File: config.mk
export PLATFORM = sky130hd
export DESIGN_NAME = ofdm_spi_master
export DESIGN_NICKNAME = d
export VERILOG_FILES = /design/src/rtl/ofdm_spi_pkg.sv /design/src/rtl/ofdm_spi_clkgen.sv /design/src/rtl/ofdm_spi_master.sv
export SDC_FILE = /design/constraint.sdc
export NUM_CORES = 1
export LEC_CHECK = 0
export CELL_PAD_IN_SITES_DETAIL_PLACEMENT = 0
export CELL_PAD_IN_SITES_GLOBAL_PLACEMENT = 1
export CORE_MARGIN = 4
export CORE_UTILIZATION = 42
export DETAILED_ROUTE_END_ITERATION = 8
export GPL_TIMING_DRIVEN = 0
export PLACE_DENSITY_LB_ADDON = 0.08
export SLEW_MARGIN = 0
export SYNTH_ARGS = -nofsm -noshare
export SYNTH_HDL_FRONTEND = slang
export SYNTH_HIERARCHICAL = 1
export SYNTH_SLANG_ARGS = --single-unit
File: constraint.sdc
create_clock -name clk -period 3 [get_ports clk]
set_clock_uncertainty 0.1 [all_clocks]
set_input_delay 0.9 -clock clk [delete_from_list [all_inputs] [get_ports clk]]
set_output_delay 0.9 -clock clk [all_outputs]
set_load 0.005 [all_outputs]
File: src/rtl/ofdm_spi_pkg.sv
// Shared types and constants for the OFDM transmitter SPI configuration master.
package ofdm_spi_pkg;

  typedef enum logic [2:0] {
    ST_IDLE,
    ST_SETUP,
    ST_LOW,
    ST_HIGH,
    ST_HOLD,
    ST_GAP
  } spi_state_e;

  // Word size and SCLK divider also used by the transmitter's SPI slave.
  localparam int unsigned SPI_DATA_W_DEF  = 16;
  localparam int unsigned SPI_CLK_DIV_DEF = 4;

  localparam int unsigned MIN_DATA_W  = 2;
  localparam int unsigned MIN_CLK_DIV = 2;
  localparam int unsigned MIN_NSS_CYC = 1;

  function automatic bit spi_params_ok(input int unsigned data_w, input int unsigned clk_div,
                                       input int unsigned nss_setup, input int unsigned nss_hold,
                                       input int unsigned nss_gap);
    return (data_w >= MIN_DATA_W) && (clk_div >= MIN_CLK_DIV) &&
           (nss_setup >= MIN_NSS_CYC) && (nss_hold >= MIN_NSS_CYC) && (nss_gap >= MIN_NSS_CYC);
  endfunction

  function automatic int unsigned max3(input int unsigned a, input int unsigned b,
                                      input int unsigned c);
    int unsigned m;
    m = (a > b) ? a : b;
    return (m > c) ? m : c;
  endfunction

endpackage

File: src/rtl/ofdm_spi_clkgen.sv
// SCLK half-period timer: counts CLK_DIV cycles per phase while enabled, toggling SCLK at each phase end.
module ofdm_spi_clkgen
  import ofdm_spi_pkg::*;
#(
  parameter int unsigned CLK_DIV = SPI_CLK_DIV_DEF
) (
  input  logic clk,
  input  logic reset_n,
  input  logic en,
  output logic phase_end_c,
  output logic sclk
);

  localparam int unsigned CNT_W = $clog2(CLK_DIV);

  logic [CNT_W-1:0] cnt_q;

  assign phase_end_c = en && (cnt_q == CNT_W'(CLK_DIV - 1));

  // Disabled outside LOW/HIGH so every transfer starts from a fresh low phase.
  always_ff @(posedge clk or negedge reset_n) begin
    if (!reset_n) begin
      cnt_q <= '0;
      sclk  <= 1'b0;
    end else if (!en) begin
      cnt_q <= '0;
      sclk  <= 1'b0;
    end else if (phase_end_c) begin
      cnt_q <= '0;
      sclk  <= ~sclk;
    end else begin
      cnt_q <= cnt_q + CNT_W'(1);
    end
  end

endmodule

File: src/rtl/ofdm_spi_master.sv
// Mode-0, MSB-first SPI master loading one config word per valid/ready command into the transmitter.
module ofdm_spi_master
  import ofdm_spi_pkg::*;
#(
  parameter int unsigned DATA_W    = SPI_DATA_W_DEF,
  parameter int unsigned CLK_DIV   = SPI_CLK_DIV_DEF,
  parameter int unsigned NSS_SETUP = 2,
  parameter int unsigned NSS_HOLD  = 2,
  parameter int unsigned NSS_GAP   = 2
) (
  input  logic              clk,
  input  logic              reset_n,
  input  logic [DATA_W-1:0] tx_data,
  input  logic              tx_valid,
  output logic              tx_ready,
  output logic [DATA_W-1:0] rx_data,
  output logic              rx_valid,
  output logic              busy,
  output logic              spi_sclk,
  output logic              spi_mosi,
  output logic              spi_nss,
  input  logic              spi_miso
);

  localparam int unsigned BIT_W    = $clog2(DATA_W);
  localparam int unsigned WAIT_MAX = max3(NSS_SETUP, NSS_HOLD, NSS_GAP);
  localparam int unsigned WAIT_W   = $clog2(WAIT_MAX + 1);

  if (!spi_params_ok(DATA_W, CLK_DIV, NSS_SETUP, NSS_HOLD, NSS_GAP)) begin : g_bad_params
    $error("ofdm_spi_master: parameter below its minimum value");
  end

  spi_state_e        state_q, state_d;
  logic [WAIT_W-1:0] wait_q, wait_d;
  logic [BIT_W-1:0]  bit_q, bit_d;
  logic [DATA_W-1:0] tx_sr_q, tx_sr_d;
  logic [DATA_W-1:0] rx_sr_q, rx_sr_d;
  logic [DATA_W-1:0] rx_data_d;
  logic              rx_valid_d;
  logic              tx_ready_d;
  logic              nss_d;
  logic              clk_en_c;
  logic              phase_end_c;

  assign clk_en_c = (state_q == ST_LOW) || (state_q == ST_HIGH);
  // MOSI is the top bit of the transmit shift register, so it only moves when that register shifts.
  assign spi_mosi = tx_sr_q[DATA_W-1];

  ofdm_spi_clkgen #(
    .CLK_DIV(CLK_DIV)
  ) u_clkgen (
    .clk        (clk),
    .reset_n    (reset_n),
    .en         (clk_en_c),
    .phase_end_c(phase_end_c),
    .sclk       (spi_sclk)
  );

  always_comb begin
    state_d    = state_q;
    wait_d     = wait_q;
    bit_d      = bit_q;
    tx_sr_d    = tx_sr_q;
    rx_sr_d    = rx_sr_q;
    rx_data_d  = rx_data;
    rx_valid_d = 1'b0;
    tx_ready_d = 1'b0;
    nss_d      = 1'b1;

    unique case (state_q)
      ST_IDLE: begin
        if (tx_valid && tx_ready) begin
          state_d = ST_SETUP;
          tx_sr_d = tx_data;
          bit_d   = '0;
          wait_d  = '0;
        end
      end
      ST_SETUP: begin
        if (wait_q == WAIT_W'(NSS_SETUP - 1)) begin
          state_d = ST_LOW;
          wait_d  = '0;
        end else begin
          wait_d = wait_q + WAIT_W'(1);
        end
      end
      ST_LOW: begin
        if (phase_end_c) begin
          state_d = ST_HIGH;
        end
      end
      ST_HIGH: begin
        // Sample MISO as late as possible in the high phase.
        if (phase_end_c) begin
          rx_sr_d = {rx_sr_q[DATA_W-2:0], spi_miso};
          if (bit_q == BIT_W'(DATA_W - 1)) begin
            state_d = ST_HOLD;
          end else begin
            state_d = ST_LOW;
            bit_d   = bit_q + BIT_W'(1);
            tx_sr_d = {tx_sr_q[DATA_W-2:0], 1'b0};
          end
        end
      end
      ST_HOLD: begin
        if (wait_q == WAIT_W'(NSS_HOLD - 1)) begin
          state_d    = ST_GAP;
          wait_d     = '0;
          rx_data_d  = rx_sr_q;
          rx_valid_d = 1'b1;
        end else begin
          wait_d = wait_q + WAIT_W'(1);
        end
      end
      ST_GAP: begin
        if (wait_q == WAIT_W'(NSS_GAP - 1)) begin
          state_d = ST_IDLE;
          wait_d  = '0;
        end else begin
          wait_d = wait_q + WAIT_W'(1);
        end
      end
      default: begin
        state_d = ST_IDLE;
        wait_d  = '0;
      end
    endcase

    // Registered pin levels follow the state being entered, so they line up with it.
    tx_ready_d = (state_d == ST_IDLE);
    nss_d      = (state_d == ST_IDLE) || (state_d == ST_GAP);
  end

  always_ff @(posedge clk or negedge reset_n) begin
    if (!reset_n) begin
      state_q  <= ST_IDLE;
      wait_q   <= '0;
      bit_q    <= '0;
      tx_sr_q  <= '0;
      rx_sr_q  <= '0;
      rx_data  <= '0;
      rx_valid <= 1'b0;
      tx_ready <= 1'b0;
      busy     <= 1'b0;
      spi_nss  <= 1'b1;
    end else begin
      state_q  <= state_d;
      wait_q   <= wait_d;
      bit_q    <= bit_d;
      tx_sr_q  <= tx_sr_d;
      rx_sr_q  <= rx_sr_d;
      rx_data  <= rx_data_d;
      rx_valid <= rx_valid_d;
      tx_ready <= tx_ready_d;
      busy     <= ~tx_ready_d;
      spi_nss  <= nss_d;
    end
  end

endmodule

# --- Yosys cells after proc, flatten, opt, wreduce, memory -nomap -nowiden ---
# Cells that the tools add are included.
word_totals:
  reg_bits: 64
  inputBits: 20
  output_inout_bits: 22
  word_cells: 69
op_classes:
  add_sub_neg: 3
  n_eq_ne: 13
  mux: 25
  n_bitwise: 3
  reduce_logical: 13
ops:
  columns: ["op", "n"]
  rows:
  - ["2-to-1 mux 16 bit", 3]
  - ["case mux 16 bit (2 select lines)", 1]
  - ["2-to-1 mux 3 bit", 7]
  - ["case mux 3 bit (6 select lines)", 1]
  - ["2-to-1 mux 4 bit", 3]
  - ["== test 3 bit (second input constant)", 3]
  - ["2-to-1 mux 2 bit", 4]
  - ["inequality test 2 bit (second input constant)", 4]
  - ["case mux 4 bit (2 select lines)", 1]
  - ["== test 3 x 2 -> 1 bit (second input constant)", 2]
  - ["logical NOT 3 bit", 2]
  - ["case mux 2 bit (3 select lines)", 1]
  - ["AND reduction 2 bit", 3]
  - ["adder 2 x 1 -> 2 bit (second input constant)", 2]
  - ["adder 4 x 1 -> 4 bit (second input constant)", 1]
  - ["== test 4 bit (second input constant)", 1]
  - ["2-to-1 mux 1 bit", 4]
  - ["AND reduction 4 bit", 1]
  - ["== test 3 x 1 -> 1 bit (second input constant)", 1]
  - ["inverter 1 bit", 3]
  - ["OR reduction 3 bit", 1]
  - ["== test 2 x 1 -> 1 bit (second input constant)", 1]
  - ["== test 2 bit (second input constant)", 1]
  - ["logical AND 1 bit", 2]
  - ["other kinds (3)", 4]

# --- Longest topological paths before layout ---
# Gate-level depths: netlist of the first run.
depth:
  depth_word: 7
  ltp_mapped: 9
  ltp_nobuf: 6

# --- Modules after synthesis ---
# Netlist of the first run, hierarchy kept.
modules_own_cells:
  columns: ["mod", "instances", "cells_each", "area_per_inst_um2", "seq_area_each_um2"]
  rows:
  - ["ofdm_spi_master", 1, 227, 2601.2, 1527.7]
  - ["ofdm_spi_clkgen", 1, 9, 127.6, 75.1]

# --- Worst setup path after synthesis of the first run ---
# No wires, ideal clock.
synth_timing:
  kind: "register to register"
  from: "register state_q[1]"
  to: "register tx_sr_q[15]"
  setup_ns: 0.123
  arrival_ns: 1.928
  required_time_ns: 2.777
  slack_ns: 0.849
  stages_incl_launch_ff: 9
  n_path_buf: 2
  synth_period_minus_slack_ns: 2.151
  cell_sequence: "dfrtp_1 -> clkbuf_1 -> nand2b_1 -> inv_1 -> and2_2 -> nand4b_1 -> clkbuf_1 -> or3_1 -> o221a_2"
synth_between:
  elab_chain_cells: 5
  word_cells_on_any_way: 11
  classes_between: "eq/ne: 5; mux: 1; reduce/logical: 5"
synth_lines:
  columns: ["item", "line_no", "rtl"]
  rows:
  - ["from (decl)", "ofdm_spi_master.sv:33", "spi_state_e state_q, state_d;"]
  - ["from (signal assigned)", "ofdm_spi_master.sv:147", "state_q <= state_d;"]
  - ["== test 3 x 2 -> 1 bit", "ofdm_spi_master.sv:45", "assign clk_en_c = (state_q == ST_LOW) || (state_q == ST_HIGH);"]
  - ["logical OR 1 bit (*)", "ofdm_spi_master.sv:45", null]
  - ["via clk_en_c", "ofdm_spi_master.sv:42", "logic clk_en_c;"]
  - ["logical AND 1 bit (*)", "ofdm_spi_clkgen.sv:18", "assign phase_end_c = en && (cnt_q == CNT_W'(CLK_DIV - 1));"]
  - ["via phase_end_c", "ofdm_spi_master.sv:43", "logic phase_end_c;"]
  - ["inequality test 2 bit (no line) (*)", null, null]
  - ["AND reduction 4 bit (no line) (*)", null, null]
  - ["to (signal assigned)", "ofdm_spi_master.sv:150", "tx_sr_q <= tx_sr_d;"]
  - ["to (decl)", "ofdm_spi_master.sv:36", "logic [DATA_W-1:0] tx_sr_q, tx_sr_d;"]
# Mark *: on every way through the listed nets, which the timed path passes. The rest lies on a longest branch.
# A chain may end at the register's enable or synchronous reset.

# --- Final worst setup path of the first run ---
layout_timing:
  from: "register state_q[2]"
  to: "register rx_sr_q[7]"
layout_between:
  elab_chain_cells: 4
  word_cells_on_any_way: 5
  classes_between: "eq/ne: 2; reduce/logical: 3"
layout_lines:
  columns: ["item", "line_no", "rtl"]
  rows:
  - ["== test 3 x 2 -> 1 bit", "ofdm_spi_master.sv:45", null]
  - ["logical OR 1 bit (*)", "ofdm_spi_master.sv:45", null]
  - ["via clk_en_c", "ofdm_spi_master.sv:42", null]
  - ["logical AND 1 bit (*)", "ofdm_spi_clkgen.sv:18", null]
  - ["via phase_end_c", "ofdm_spi_master.sv:43", null]
  - ["AND reduction 2 bit (no line) (*)", null, null]
  - ["to (signal assigned)", "ofdm_spi_master.sv:151", "rx_sr_q <= rx_sr_d;"]
  - ["to (decl)", "ofdm_spi_master.sv:37", "logic [DATA_W-1:0] rx_sr_q, rx_sr_d;"]
# Marked as above.

==> impl_metrics.yaml, run 1 <==
critical_path:
  cp-end-kind: "flop"
  startpoint_type: "flop"
  cp_slowest_cell: "dfrtp_1"
  path_cells: "clkbuf_1 > nand2b_1 > inv_1 > and2_2 > nand4b_1 > clkbuf_2 > clkbuf_1 > nand2_1 > nand2_1"
  crit_type: "flop to flop"
  crit_fanout: 10
  cp_data_required_time_ns: 3.17
  arrival_ns: 2.81
  max_stage_delay_ns: 0.38
place:
  place_inst: 354
  place_hpwl_um: 3650
  port_buffers: 41
  gp_congestion: 0.747
flow_run:
  max_cap_violations: 0
timing:
  max_freq_mhz: 379
  layout_min_cycle_time_ns: 2.64
  tightest_slew_ns: 0.812
  final_max_slew_viol_count: 0
  finalSetupTns_ns: 0
  finalSetupViolations: 0
  slew-limit-headroom: 0.459
  post-route-period-util: 0.879
  hold_viol_final: 0
  rsz0062_at_grt: "no"
global_routing:
  antenna_found_initial: 0
  grt_pass1_vias: 1925
  globalRouteTotalUtil: 0.158
  grt-ovfl-total: 0
  grt_start_max_net_pins: 65
  grt_pass1_wl_um: 9400
drt:
  wl_per_cell_um: 14.9
  postRouteWirelength_um: 5490
  viasPerCell: 5.27
  ant_nets: 0
  first_pass_iters: 4
  drt_iter0_drc: 62
  num_vias: 1943
  remaining_drc_errors: 0
cells_and_area:
  area_delta_synth_final_pct: 26.6
  post-route-util: 0.547
  n_antenna_cell: 0
  layout.nets: 310
  drive_gt1_frac: 0.195
  finalNonFillerCells: 369
synth:
  postSynthNetCount: 258
  synth-main-ff-cell: "dfrtp_1"
  async_flop_share: 1.00
  synth_edf_count: 0
  syn_area_per_cell_um2: 11.6
  ys_seq_area_frac: 0.587
  synth-seq-cells: 64
  synth_largest_area_cell: "dfrtp_1"
  synthCells: 236
  ys_types: 46
  ys_warn_count: 6
  synth_top_area_frac: 0.578
  synthTopCellsByArea: "dfrtp_1 58%, nand2_1 7.2%, o221a_2 6.2%, mux2_2 5.4%, or3_1 3.4%"
  netlist_area_um2: 2730
clock_tree:
  cts_max_level: 3
  path_clk_slew_ns: 0.07
  worstSkewPairLatency_ns: 0.34
  cts_tree: "done"
  cts_setup_buffers: 0
  cts_buffers: 9
  root_buffer: "clkbuf_8"
  clock-sinks: 64
  cts.path.max_buffers: 2
power:
  swShare: 0.279
  internal_power_mw: 1.91
  ir_worst_vdd_mv: 0.382
  p_switching_mw: 0.741
  clkPwrFrac: 0.309
  power.share.sequential: 0.449
  power.density_nw_per_um2: 768
  combPwrFrac: 0.242
  p_leak_nw: 1.54
run_status:
  status: "complete, no violations"
floorplan:
  start_util: 0.432
  die_x_um: 88.6
  die_h_um: 88.6
  fp-row-count: 29
  dieArea_um2: 7850
  io_pins: 42
  core_area_um2: 6310
min_path:
  hold_path_class: "flop to flop"
[path summary, 6_finish.rpt]
| kind | from | end | slack [ns] | depth (start not counted) |
|---|---|---|---|---|
| hold / removal | u_clkgen/cnt_q[0]$_DFF_PN0_ | u_clkgen/cnt_q[0]$_DFF_PN0_ | 0.34 | 1 |
| max in group asynchronous | reset_n | rx_data[15]$_DFFE_PN0P_ | 1.71 | 1 |
| hold reg to reg | u_clkgen/cnt_q[0]$_DFF_PN0_ | u_clkgen/cnt_q[0]$_DFF_PN0_ | 0.34 | 1 |
| min in group asynchronous | reset_n | tx_sr_q[7]$_DFFE_PN0P_ | 0.54 | 1 |
| setup / recovery | state_q[2]$_DFF_PN0_ | rx_sr_q[7]$_DFFE_PN0P_ | 0.36 | 9 |
| setup reg to reg | state_q[2]$_DFF_PN0_ | rx_sr_q[7]$_DFFE_PN0P_ | 0.36 | 9 |
[cell families after synthesis]
kind of cell	after synthesis	synth area share
simple gates	96	0.177
flops	64	0.587
compound gates	37	0.122
buf+inv	19	0.0316
mux	16	0.0660
xor+xnor	2	0.00642
fa+ha+maj	2	0.00917
[power by group through the flow]
stage / Combinational [mW] / Sequential, mW / Clock (mW)
final: 0.643 / 1.19 / 0.819
after detailed placement: 0.649 / 1.21 / 0
after global placement: 0.639 / 1.21 / 0
after global routing: 0.728 / 1.22 / 0.879
after floorplan: 0.467 / 1.17 / 0
after CTS: 0.653 / 1.19 / 0.848
[layer usage]
| metal | vias up | global-route usage | part of all wire |
|---|---|---|---|
| met5 | - | 0 | 0 |
| met4 | 0 | 0.0618 | 0.015 |
| met3 | 12 | 0.0503 | 0.054 |
| met2 | 41 | 0.234 | 0.44 |
| met1 | 939 | 0.217 | 0.49 |
| li1 | 951 | - | - |
[metrics by stage]
| stage | total power [mW] | worst slack [ns] | hold WS (ns) | cell area, µm² |
|---|---|---|---|---|
| after floorplan | 1.64 | 0.849 | 0.314 | 2730 |
| after detailed placement | 1.86 | 0.249 | 0.331 | 3230 |
| final | 2.65 | 0.363 | 0.336 | 3450 |
| after CTS | 2.69 | 0.193 | 0.341 | 3450 |
| after global placement | 1.84 | -1.25 | 0.329 | 3240 |
| after global routing | 2.83 | 0.139 | 0.354 | 3450 |
[critical path, delay by kind of cell, from the launching register on]
| family | cells | cell delay [ns] |
|---|---|---|
| flops | 1 | 0.38 |
| buf+inv | 4 | 1.14 |
| simple gates | 5 | 0.94 |
[synthesized netlist by cell type (all sizes together), types with 2 or more instances]
library cell  count
nor2b             2
and3              2
and3b             2
a21oi             4
o22ai             2
dfrtp            63
inv               5
nand3             5
mux2             16
nand2b            3
o221a            15
and2              2
o221ai            2
nor2              5
or3              15
nand2            52
ha                2
buf               7
clkbuf            7
nor3              2
o21ai             4
[sequential cells by signal, summed over array words and instances (netlist names)]
name and cells:
bit_q 4, busy 1, rx_data 16, rx_sr_q 16
rx_valid 1, spi_nss 1, state_q 3, tx_ready 1
tx_sr_q 16, u_clkgen/cnt_q 2, u_clkgen/sclk 1, wait_q 2
[cell type report]
class | instances | area, µm²
plain buffers | 14 | 68.8
clock buffers | 12 | 155
clock inverters | 3 | 65.1
fillers | 594 | 2860
inverters | 5 | 18.8
multi-input cells | 153 | 1040
flip-flops and latches | 64 | 1600
well taps | 77 | 96.3
repair buffers | 41 | 408
[timing repair]
action                     CTS  global route
gates resized for setup      0             2
hold endpoints to repair     0             0
hold buffers                 0             0
setup endpoints to repair    0             6
[cell usage in the layout (no fill, tap or decap), types with 2 or more instances in the layout]
master,netlist,final
clkbuf_8,0,11
and3_1,2,2
mux2_2,13,13
mux2_1,3,3
inv_1,5,5
a21oi_1,4,4
clkbuf_1,7,7
nand2_1,52,52
or3_1,15,15
dfrtp_1,63,63
clkdlybuf4s50_1,0,40
o21ai_0,4,4
ha_1,2,2
bufinv_16,0,2
nand2b_1,3,3
o221a_2,15,15
o221ai_1,2,2
buf_2,6,6
nor2_1,5,5
nor2b_1,2,2
nand3_1,5,5
No activity file was read; power rests on OpenSTA's default activity.
==> run 2, diff against run 1 <==
--- a/config.mk
+++ b/config.mk
@@ -8,12 +8,12 @@
 export CELL_PAD_IN_SITES_DETAIL_PLACEMENT = 0
 export CELL_PAD_IN_SITES_GLOBAL_PLACEMENT = 1
 export CORE_MARGIN = 4
-export CORE_UTILIZATION = 42
+export CORE_UTILIZATION = 44
 export DETAILED_ROUTE_END_ITERATION = 8
 export GPL_TIMING_DRIVEN = 0
-export PLACE_DENSITY_LB_ADDON = 0.08
+export PLACE_DENSITY = 0.87
 export SLEW_MARGIN = 0
 export SYNTH_ARGS = -nofsm -noshare
 export SYNTH_HDL_FRONTEND = slang
-export SYNTH_HIERARCHICAL = 1
 export SYNTH_SLANG_ARGS = --single-unit
+export TNS_END_PERCENT = 20
==> run 2 against run 1 <==
Net effect: sequential power down 27%; die area shrank 3.4%; critical path type is now flop to output port; design area up 0.43%; combinational power decreased by 93%; non-clock buffer count stayed put; largest power group unchanged; clock power down 11%; synthesized cell count shrank 16%; flip-flop and latch count is the same.
==> impl_metrics.yaml, run 2 <==
synth:
  synth-main-ff-cell: "dfrtp_1"
  yosysMostFrequentCell: "dfrtp_1"
  synth-compound-area-share: 0.117
  ys_warn_count: 0
  synthMuxAreaShare: 0.138
  synth_edf_count: 0
  postSynthNetCount: 221
  synthCells: 199
  syn_area_per_cell_um2: 13.8
  synth_common_cells: "63 x dfrtp_1, 23 x mux2_2, 14 x or3_1, 9 x mux2_1, 9 x o221a_1"
  netlist_area_um2: 2750
  synth_fa_ha_area_frac: 0.00910
  synth-seq-cells: 64
  synth_top_family_by_area: "multiplexers"
  synth_top_area_frac: 0.573
  synthTopCellsByArea: "dfrtp_1 57%, mux2_2 9.4%, mux2_1 3.7%, o221a_1 3.7%, or3_1 3.2%"
  synth_largest_area_cell: "dfrtp_1"
  ys_seq_area_frac: 0.583
  synthSimpleGateAreaFrac: 0.110
  ys_types: 39
  synthXorXnorAreaFrac: 0.00637
  async_flop_share: 1.00
drt:
  num_vias: 1771
  viasPerCell: 5.33
  remaining_drc_errors: 0
  first_pass_iters: 4
  ant_nets: 0
  wl_per_cell_um: 15.3
  drt_iter0_drc: 94
  postRouteWirelength_um: 5090
clock_tree:
  cts_tree: "done"
  cts.path.max_buffers: 2
  root_buffer: "clkbuf_8"
  path_clk_slew_ns: 0.07
  worstSkewPairLatency_ns: 0.33
  cts_buffers: 9
  cts_resized: 0
  cts_setup_buffers: 0
  cts_hold_buf: 0
  clock-sinks: 64
  cts_max_level: 3
power:
  p_leak_nw: 1.69
  finalPower_mw: 1.65
  power.density_nw_per_um2: 476
  ir_worst_vdd_mv: 0.264
place:
  gp_congestion: 0.783
  port_buffers: 41
  pre_cts_slack_ns: 0.421
  place_hpwl_um: 3460
min_path:
  min_delay_path_depth: 1
  hold_path_class: "flop to flop"
critical_path:
  startpoint_type: "flop"
  r2r_slack_ns: 1.10
  path_depth: 1
  cp-end-kind: "output port"
  arrival_ns: 1.33
  cp_data_required_time_ns: 2.00
  cp_top_family: "flip-flops"
  path_cells: "clkdlybuf4s50_1"
  crit_fanout: 1
  max_stage_delay_ns: 0.51
  cp_slowest_cell: "dfstp_2"
  rr_worst_depth: 6
  cp_num_buf_inv: 1
  crit_type: "flop to output port"
flow_run:
  max_cap_violations: 0
cells_and_area:
  n_fill_cell: 492
  n_antenna_cell: 0
  area_delta_synth_final_pct: 26.1
  reg_top3: "rx_data: 16 flops, rx_sr_q: 16 flops, tx_sr_q: 16 flops"
  layout.nets: 274
  layout.cells.most_common: "dfrtp_1"
  final_cell_mix: "63 x dfrtp_1, 40 x clkdlybuf4s50_1, 23 x mux2_2"
  multiInputGateArea_um2: 1050
  final-seq-area_um2: 1600
  drive_gt1_frac: 0.237
floorplan:
  dieArea_um2: 7580
  io_pins: 42
  die_h_um: 87.1
  start_util: 0.459
  fp-row-count: 28
  core_area_um2: 5990
  die_x_um: 87.1
global_routing:
  grt-ovfl-total: 0
  antenna_found_initial: 0
  grt_pass1_vias: 1895
  globalRouteTotalUtil: 0.152
  grt_pass1_wl_um: 8950
  grt_start_max_net_pins: 40
timing:
  hold_viol_final: 0
  fin_ws_ns: 0.669
  post-route-period-util: 0.777
  max_freq_mhz: 429
  tightest_slew_ns: 0.594
  final_max_slew_viol_count: 0
  finalSetupViolations: 0
  rsz0062_at_grt: "no"
  slew-limit-headroom: 0.604
  layout_min_cycle_time_ns: 2.33
run_status:
  status: "complete, no violations"
==> run 2: changes by cell type in the layout (fill, tap and decap cells not counted), sizes merged, moves of 3 or more <==
| cell | previous run | this run |
|---|---|---|
| mux2 | 16 | 32 |
| buf | 8 | 11 |
| nand2 | 52 | 2 |
| nor3 | 2 | 5 |
==> run 2: power breakdown <==
part | internal [mW] | switching, mW
Combinational | 0.0264 | 0.0218
Sequential | 0.867 | 0.00264
Clock | 0.427 | 0.306
Total | 1.32 | 0.330
==> run 2: path summary, 6_finish.rpt <==
kind | startpoint | to
worst max-delay path | spi_nss$_DFF_PN1_ | spi_nss
worst min-delay path | u_clkgen.cnt_q[0]$_DFF_PN0_ | u_clkgen.cnt_q[0]$_DFF_PN0_
worst max register to register | bit_q[0]$_DFFE_PN0P_ | tx_sr_q[11]$_DFFE_PN0P_
worst min register to register | u_clkgen.cnt_q[0]$_DFF_PN0_ | u_clkgen.cnt_q[0]$_DFF_PN0_
max in group asynchronous | reset_n | bit_q[0]$_DFFE_PN0P_
min in group asynchronous | reset_n | rx_data[5]$_DFFE_PN0P_
==> run 2: kinds of logic (layout without fill, tap and decap cells) <==
kind of cell / after synthesis / count (layout)
compound gates: 36 / 36
simple gates: 43 / 43
buf+inv: 18 / 76
flops: 64 / 64
mux: 34 / 34
xor+xnor: 2 / 2
fa+ha+maj: 2 / 2
==> run 2: per-stage QoR <==
| stage | instances | hold slack (ns) | setup TNS [ns] | util | area [µm²] |
|---|---|---|---|---|---|
| 6_report | 332 | 0.343 | 0 | 0.579 | 3470 |
| 5_1_grt | 332 | 0.366 | 0 | 0.579 | 3470 |
| 4_1_cts | 332 | 0.348 | 0 | 0.579 | 3470 |
| 3_5_place_dp | 316 | 0.328 | 0 | 0.546 | 3270 |
| 3_3_place_gp | 315 | 0.335 | -69.40 | 0.543 | 3260 |
| 2_1_floorplan | 199 | 0.315 | 0 | - | 2750 |
==> run 2: layer usage <==
metal,global-route usage,vias up,routed length [µm]
li1,-,844,-
met1,0.206,874,2390
met2,0.226,45,2380
met3,0.0360,8,253
met4,0.0765,0,68
met5,0,-,0
==> run 2: final cells by class <==
class	instances	share of cell area
Inverter	5	0.00541
Clock inverter	3	0.0115
Multi-Input combinational cell	117	0.302
Sequential cell	64	0.462
Buffer	13	0.0234
Tap cell	75	0.0270
Timing Repair Buffer	42	0.123
Clock buffer	13	0.0458
